`config.mk`:
```
export PLATFORM = sky130hd
export DESIGN_NAME = stream_demux_n
export DESIGN_NICKNAME = d
export VERILOG_FILES = /design/src/rtl/stream_demux_n.sv
export SDC_FILE = /design/constraint.sdc
export NUM_CORES = 1
export LEC_CHECK = 0
export ABC_AREA = 0
export CORE_MARGIN = 2
export CORE_UTILIZATION = 59
export CTS_CLUSTER_SIZE = 8
export DETAILED_ROUTE_END_ITERATION = 8
export PLACE_DENSITY = 0.95
export SYNTH_ARGS = -nofsm -noshare
export SYNTH_HDL_FRONTEND = slang
export SYNTH_SLANG_ARGS = --single-unit
```
`constraint.sdc`:
```
create_clock -name clk -period 7.2 [get_ports clk]
set_clock_uncertainty 0.1 [all_clocks]
set_input_delay 1.44 -clock clk [delete_from_list [all_inputs] [get_ports clk]]
set_output_delay 1.44 -clock clk [all_outputs]
set_load 0.02 [all_outputs]
```
`src/rtl/stream_demux_n.sv`:
```
// stream_demux_n
//   1-to-NCH stream demultiplexer with a 2-entry FIFO per output channel.
//   Each accepted input word is routed to channel in_sel, or to every channel
//   when in_bcast=1. Words aimed at a non-existent channel (in_sel >= NCH) are
//   accepted, discarded and counted in a saturating error counter.
//   in_ready depends only on registered FIFO occupancy plus the current
//   mode/select, never on out_ready or in_valid.
//
// Ports
//   clk        rising-edge clock
//   rst        synchronous active-high reset
//   in_data    input word
//   in_sel     destination channel
//   in_bcast   1 = deliver the word to every channel (in_sel ignored)
//   in_valid   input word present
//   in_ready   block accepts the word this cycle
//   out_data   channel k head word at [k*WIDTH +: WIDTH]
//   out_valid  per-channel valid (FIFO not empty)
//   out_ready  per-channel consumer ready
//   err_cnt    saturating count of dropped out-of-range words
module stream_demux_n #(
  parameter int WIDTH = 8,
  parameter int NCH   = 4,
  parameter int SELW  = 4,
  parameter int ERRW  = 8
) (
  input  logic                 clk,
  input  logic                 rst,
  input  logic [WIDTH-1:0]     in_data,
  input  logic [SELW-1:0]      in_sel,
  input  logic                 in_bcast,
  input  logic                 in_valid,
  output logic                 in_ready,
  output logic [NCH*WIDTH-1:0] out_data,
  output logic [NCH-1:0]       out_valid,
  input  logic [NCH-1:0]       out_ready,
  output logic [ERRW-1:0]      err_cnt
);

  // Packed per-channel storage; head_q flattens directly onto out_data.
  logic [NCH-1:0][1:0]       cnt_q;
  logic [NCH-1:0][WIDTH-1:0] head_q;
  logic [NCH-1:0][WIDTH-1:0] tail_q;

  logic [NCH-1:0] sel_hit;   // one-hot decode of in_sel; all zero when out of range
  logic [NCH-1:0] full;
  logic [NCH-1:0] push;
  logic [NCH-1:0] pop;
  logic           xfer;

  // NOTE: every signal assigned in always_comb gets a default first, so no
  // path through the block can leave it unassigned and infer a latch.
  always_comb begin
    sel_hit   = '0;
    full      = '0;
    out_valid = '0;
    for (int k = 0; k < NCH; k++) begin
      sel_hit[k]   = (32'(in_sel) == $unsigned(k));
      full[k]      = (cnt_q[k] == 2'd2);
      out_valid[k] = (cnt_q[k] != 2'd0);
    end

    if (rst)
      in_ready = 1'b0;
    else if (in_bcast)
      in_ready = ~|full;
    else if (|sel_hit)
      in_ready = ~|(sel_hit & full);
    else
      in_ready = 1'b1;          // out-of-range word: always sink it

    xfer = in_valid & in_ready;
    push = '0;
    pop  = '0;
    for (int k = 0; k < NCH; k++) begin
      push[k] = xfer & (in_bcast | sel_hit[k]);
      pop[k]  = out_valid[k] & out_ready[k];
    end
  end

  assign out_data = head_q;

  // NOTE: sequential state is written with non-blocking assignments only, so
  // every register samples the pre-edge values regardless of statement order.
  always_ff @(posedge clk) begin
    if (rst) begin
      // NOTE: the FIFO storage is reset as well because out_data must read
      // zero after reset; with two entries per channel this is cheap.
      cnt_q   <= '0;
      head_q  <= '0;
      tail_q  <= '0;
      err_cnt <= '0;
    end else begin
      for (int k = 0; k < NCH; k++) begin
        // A push only reaches a channel with cnt < 2, so push&pop implies cnt==1.
        unique case ({push[k], pop[k]})
          2'b10: begin
            if (cnt_q[k] == 2'd0) begin
              head_q[k] <= in_data;
              cnt_q[k]  <= 2'd1;
            end else begin
              tail_q[k] <= in_data;
              cnt_q[k]  <= 2'd2;
            end
          end
          2'b01: begin
            head_q[k] <= tail_q[k];   // stale when emptying; hidden by out_valid=0
            cnt_q[k]  <= cnt_q[k] - 2'd1;
          end
          2'b11: head_q[k] <= in_data; // single entry leaves, new word becomes head
          default: ;
        endcase
      end

      if (xfer && !in_bcast && !(|sel_hit) && !(&err_cnt))
        err_cnt <= err_cnt + 1'b1;
    end
  end

endmodule

```
# Word-level counts from Yosys, hierarchy flattened

Cells that the tools add are included.

Bits in registers: 80
Bits of input ports: 20

Add/subtract/negate cells: 5
Equal/unequal tests: 23
Muxes and demuxes: 19
Bitwise logic cells: 18
Reductions and logical operators: 37

Operator list:

| cell                  | number |
|---|---|
| $pmux W8 S3           | 4 |
| $mux W8               | 4 |
| $eq A2 B2 Y1 const B  | 12 |
| $pmux W2 S2           | 4 |
| $reduce_and A2 Y1     | 8 |
| $reduce_bool A2 Y1    | 8 |
| $reduce_bool A3 Y1    | 4 |
| $reduce_or A4 Y1      | 3 |
| $and A1 B1 Y1         | 9 |
| $add A8 B1 Y8 const B | 1 |
| $eq A2 B1 Y1 const B  | 4 |
| $eq A4 B2 Y1 const B  | 2 |
| $logic_not A2 Y1      | 4 |
| $mux W2               | 4 |
| $ne A2 B2 Y1 const B  | 4 |
| $reduce_and A8 Y1     | 1 |
| $sub A2 B1 Y2 const B | 4 |
| $logic_not A1 Y1      | 5 |
| $and A4 B4 Y4         | 1 |
| $eq A4 B1 Y1 const B  | 1 |
| $logic_not A4 Y1      | 1 |
| $not A1 Y1            | 4 |
| $or A1 B1 Y1          | 4 |
| $logic_and A1 B1 Y1   | 3 |
| $mux W1               | 3 |

# Depth between registers and ports, before layout

Depth after elaboration: 12
Mapped depth: 12
Depth with buffers taken out: 10

# Worst setup path after synthesis

OpenSTA, ideal clock, no wires.

Path type: input to register
Start point: input in_sel[3]
End point: register head_q, in the netlist out_data[0]
Setup time: 0.122 ns
Data arrival time: 3.903 ns
Setup slack: 3.076 ns
Cell stages on the path: 10
Buffers on the path: 2
Path through: or4_1 -> o21ai_2 -> or3_1 -> buf_4 -> ha_1 -> clkbuf_1 -> mux2i_1 -> nor3_1 -> o21a_1 -> a221o_1

Longest elaborated chain between the ends: 12

Ends and longest elaborated chain:

| what                                                         | RTL line | text |
|---|---|---|
| from (decl)                                                  | 30       | `input logic [SELW-1:0] in_sel,` |
| $eq A4 B1 Y1 (tied with other cells)                         | 58       | `sel_hit[k] = (32'(in_sel) == $unsigned(k));` |
| $and A4 B4 Y4                                                | 68       | `in_ready = ~\|(sel_hit & full);` |
| $reduce_or A4 Y1                                             | 68       |  |
| $logic_not A1 Y1                                             | 68       |  |
| $mux W1                                                      | 67       | `else if (\|sel_hit)` |
| $mux W1                                                      | 65       | `else if (in_bcast)` |
| $mux W1                                                      | 63       | `if (rst)` |
| $and A1 B1 Y1                                                | 72       | `xfer = in_valid & in_ready;` |
| $and A1 B1 Y1 *                                              | 76       | `push[k] = xfer & (in_bcast \| sel_hit[k]);` |
| $eq A2 B2 Y1 or $eq A2 B1 Y1 (tied branches)                 | 96       | `unique case ({push[k], pop[k]})` |
| $ne A2 B2 Y1 (no line) or $reduce_bool A3 Y1 (tied branches) | n/a      |  |
| $reduce_and A2 Y1 (no line)                                  | n/a      |  |
| to (signal, indexed assignment)                              | 99       | `head_q[k] <= in_data;` |
| to (signal, indexed assignment)                              | 107      | `head_q[k] <= tail_q[k];` |
| to (signal, indexed assignment)                              | 110      | `2'b11: head_q[k] <= in_data;` |
| to (decl)                                                    | 42       | `logic [NCH-1:0][WIDTH-1:0] head_q;` |

Mark *: on every way between the ends. The rest lies on a longest branch, timed or not.
A chain may end at the register's enable or synchronous reset.

# Worst setup path in the final report

Start point: input in_bcast
End point: output in_ready

Longest elaborated chain between the ends: 2

Ends and longest elaborated chain:

| what        | RTL line | text |
|---|---|---|
| from (decl) | 31       | `input logic in_bcast,` |
| $mux W1     | 65       |  |
| $mux W1     | 63       |  |
| to (decl)   | 33       | `output logic in_ready,` |

Every way passes these cells.

==> impl_metrics.toml <==
[routing]
post_dr_wirelength_cell_um = 16.4
detail_route.vias_per_cell = 6.09
routed-via-count = 4131
totalWireLength_mm = 11.1
number_of_remaining_drc_errors = 0
drt_first_pass_iters = 5
antenna_nets_post_route = 0
drt-initial-drc-count = 280

[finish]
design.final.nets = 609
layout_cell_share_with_drive_strength_beyond_1_pct = 4.34
antenna-diode-count = 0
layout.core_utilization_pct = 69.8
area_growth_syn_to_layout_pct = 16.1
fillCellCount = 574

[worst_setup_path]
setup.worst_path.end = "in_ready"
r2r-start = "cnt_q[0]"
rr_endpoint = "out_data[19]"
critical_path.startpoint_type = "input pin"
worst-r2r-setup-slack_ns = 3.78
worst_ep_arrival_time_ns = 3.61
startpoint = "in_bcast"
cp_cell_sequence = "clkdlybuf4s50_1 > or4_1 > o21ai_2 > nor3_1 > clkdlybuf4s50_1"
crit_path_top_delay_cell = "sky130_fd_sc_hd__clkdlybuf4s50_1"
critical_path_class = "in -> out"
critical_path.most_common_cell = "sky130_fd_sc_hd__clkdlybuf4s50_1"
worst_path_largest_cell_delay_ns = 0.59
end_kind = "output pin"
worst-path-max-fanout = 9
worstRegToRegCells = 10
worstPathRequired_ns = 5.66

[floorplan]
die_w_um = 92.3
rows = 32
ioPinCount = 65
fp.dieArea_sq_um = 8510
vertical_extent_of_the_die_um = 92.3
initial_utilization_pct = 60.1
core_area_sq_um = 7650

[yosys]
netlist_top_cells_area = "sky130_fd_sc_hd__dfxtp_1 (35%), sky130_fd_sc_hd__mux2i_1 (11%), sky130_fd_sc_hd__a221o_1 (7.0%)"
syn-num-nets = 578
synth.cell_area_sq_um = 4600
ys_warn_count = 0
avgSynthCellArea_sq_um = 8.51
synth_async_sr_flop_share_pct = 0
synth_largest_area_cell = "sky130_fd_sc_hd__dfxtp_1"
synth.ff_latch_count = 80
synthFlopType = "sky130_fd_sc_hd__dfxtp_1"
synth.top_cell.area_share_pct = 34.8
synth_edf_count = 0
postSynthCellCount = 540
synth-seq-area-share_pct = 34.8
yosysUniqueCellTypes = 41

[cts]
h-tree-depth = 3
cts-buffers-inserted = 9
hold_bufs_inserted_after_cts = 0
tritoncts = "done"
clock_tree.buffer_depth = 2
post_cts_resized = 0
worstSkewPairLatency_ns = 0.36
worst_setup_hold_path_clk_slew_ns = 0.08
cts_sinks = 80
postCtsSetupRepairBufs = 0
ctsRootBufferMaster = "sky130_fd_sc_hd__clkbuf_8"

[power]
p_int_mw = 0.825
share_seq_of_total_power_pct = 40.4
clkPwrFrac_pct = 26.4
p_sw_mw = 0.433
power.static_leakage_nw = 2.16
maximum_ir_drop_on_the_vdd_rail_mv = 0.155
power.share.switching_pct = 34.4
p_per_area_nw_per_um2 = 236
report.power.total_mw = 1.26
combinationalPowerShare_pct = 33.2

[grt]
use_met2_pct = 44.0
use_met1_pct = 34.3
number_of_global_route_vias_before_repair = 4005
gr-total-overflow = 0
first_pass_grt_wire_length_mm = 18.5
global_route.usage.total_pct = 27.0
largest_net_degree_at_the_start_of_global_routing = 111
number_of_antenna_violations_at_the_first_check_in_global_routing = 0
use_met3_pct = 4.93
grt_most_used_layer = "met2"

[outcome]
status = "complete, no violations"

[timing]
worst_slew_pin_slew_ns = 1.03
drv_slew = 0
rsz0062_at_grt = "false"
timing.final.setup_violations = 0
final_worst_path_cycle_share_pct = 71.5
number_of_hold_slack_violations_in_the_final_timing_report = 0
totalNegativeSetupSlack_ns = 0
fmaxAchievable_ghz = 0.194
timing.slew.headroom_pct = 31.1
layout_min_cycle_time_ns = 5.15

[placement]
gpl.final_weighted_congestion = 0.901
io_buffer_count = 64
place_hpwl_mm = 7.61

[hold_path]
holdCritPathClass = "reg -> reg"

[flow_run]
drv_cap = 0
registers in the layout, summed over array words and instances, names as in the netlist:
register  count
tail_q       32
out_data     32
err_cnt       8
cnt_q         8
Yosys cell counts, drive strengths merged (6+ instances only):
master,number
a21oi,29
inv,26
nor2,59
or3,8
nor3,27
buf,14
nor3b,9
nor2b,6
dfxtp,80
o21a,32
ha,18
a221o,32
clkbuf,30
o21ai,6
nand2,39
and3,32
mux2i,50
layout make-up:
type	instances	area, sq um	share of cell area (%)
clock inverters	5	57.6	1.08
flip-flops and latches	80	1600	30.0
clock buffers	11	131	2.46
multi-input cells	388	2670	50.1
well taps	102	128	2.39
repair buffers	65	643	12.1
inverters	27	101	1.90
worst max-delay path, delay by kind of cell:
kind	cells	cell delay [ns]
AND/OR/NAND/NOR	2	0.60
AO/OA/AOI/OAI	1	0.39
buffers and inverters	2	1.18
worst min path at each step:
stage               startpoint          to  depth (start not counted)  slack, ns
floorplan           tail_q[19]  tail_q[19]                          2       0.33
global placement    tail_q[22]  tail_q[22]                          2       0.34
detailed placement  tail_q[23]  tail_q[23]                          2       0.35
CTS                 tail_q[23]  tail_q[23]                          2       0.36
global route        tail_q[23]  tail_q[23]                          2       0.38
finish              tail_q[24]  tail_q[24]                          2       0.36
layout by cell type (no fill, tap or decap), types with 2 or more instances in the layout:
master,netlist,final
sky130_fd_sc_hd__a211oi_1,4,4
sky130_fd_sc_hd__a21oi_1,29,29
sky130_fd_sc_hd__a221o_1,32,32
sky130_fd_sc_hd__a31oi_1,2,2
sky130_fd_sc_hd__and3_1,32,32
sky130_fd_sc_hd__clkbuf_1,30,2
sky130_fd_sc_hd__clkbuf_8,0,9
sky130_fd_sc_hd__clkdlybuf4s50_1,0,63
sky130_fd_sc_hd__clkinvlp_4,0,3
sky130_fd_sc_hd__dfxtp_1,80,80
sky130_fd_sc_hd__ha_1,18,18
sky130_fd_sc_hd__inv_1,26,26
sky130_fd_sc_hd__mux2i_1,50,50
sky130_fd_sc_hd__nand2_1,39,39
sky130_fd_sc_hd__nand2b_1,4,4
sky130_fd_sc_hd__nand3_1,4,4
sky130_fd_sc_hd__nor2_1,59,59
sky130_fd_sc_hd__nor2b_1,6,6
sky130_fd_sc_hd__nor3_1,27,27
sky130_fd_sc_hd__nor3b_1,9,9
sky130_fd_sc_hd__nor4_2,4,4
sky130_fd_sc_hd__o21a_1,32,32
sky130_fd_sc_hd__o21ai_0,5,5
sky130_fd_sc_hd__o311ai_0,3,3
sky130_fd_sc_hd__o41ai_1,3,3
sky130_fd_sc_hd__or3_1,8,8
sky130_fd_sc_hd__or3b_1,3,3
sky130_fd_sc_hd__or4_1,5,5
kinds of logic (layout without fill, tap and decap cells):
logic type,count (synthesis),in the layout,share of synthesized area [%]
AND/OR/NAND/NOR,205,205,22.9
AO/OA/AOI/OAI,115,115,19.5
adder cells (fa/ha/maj),18,18,4.90
flip-flops,80,80,34.8
multiplexers,50,50,10.9
buffers and inverters,72,108,6.99
stage by stage:
stage,std cells,setup slack (ns),hold WS [ns],instance area (sq um)
4_1_cts,678,2.07,0.361,5340
2_1_floorplan,540,3.08,0.333,4600
5_1_grt,678,1.95,0.382,5340
6_report,678,2.05,0.361,5340
3_5_place_dp,662,2.09,0.350,5150
3_3_place_gp,662,2.14,0.342,5150
routing by layer:
layer	wire length, um	vias to the layer above
li1	-	2002
met3	804	29
met5	0	-
met4	313	0
met1	4810	1930
met2	5160	170
power by group through the flow:
stage          Clock, mW  Sequential [mW]  Combinational, mW
4_1_cts            0.333            0.508              0.416
5_1_grt            0.350            0.514              0.452
3_3_place_gp           0            0.516              0.398
2_1_floorplan          0            0.551              0.245
3_5_place_dp           0            0.518              0.411
6_report           0.332            0.508              0.418
No activity file was read; power rests on OpenSTA's default activity.
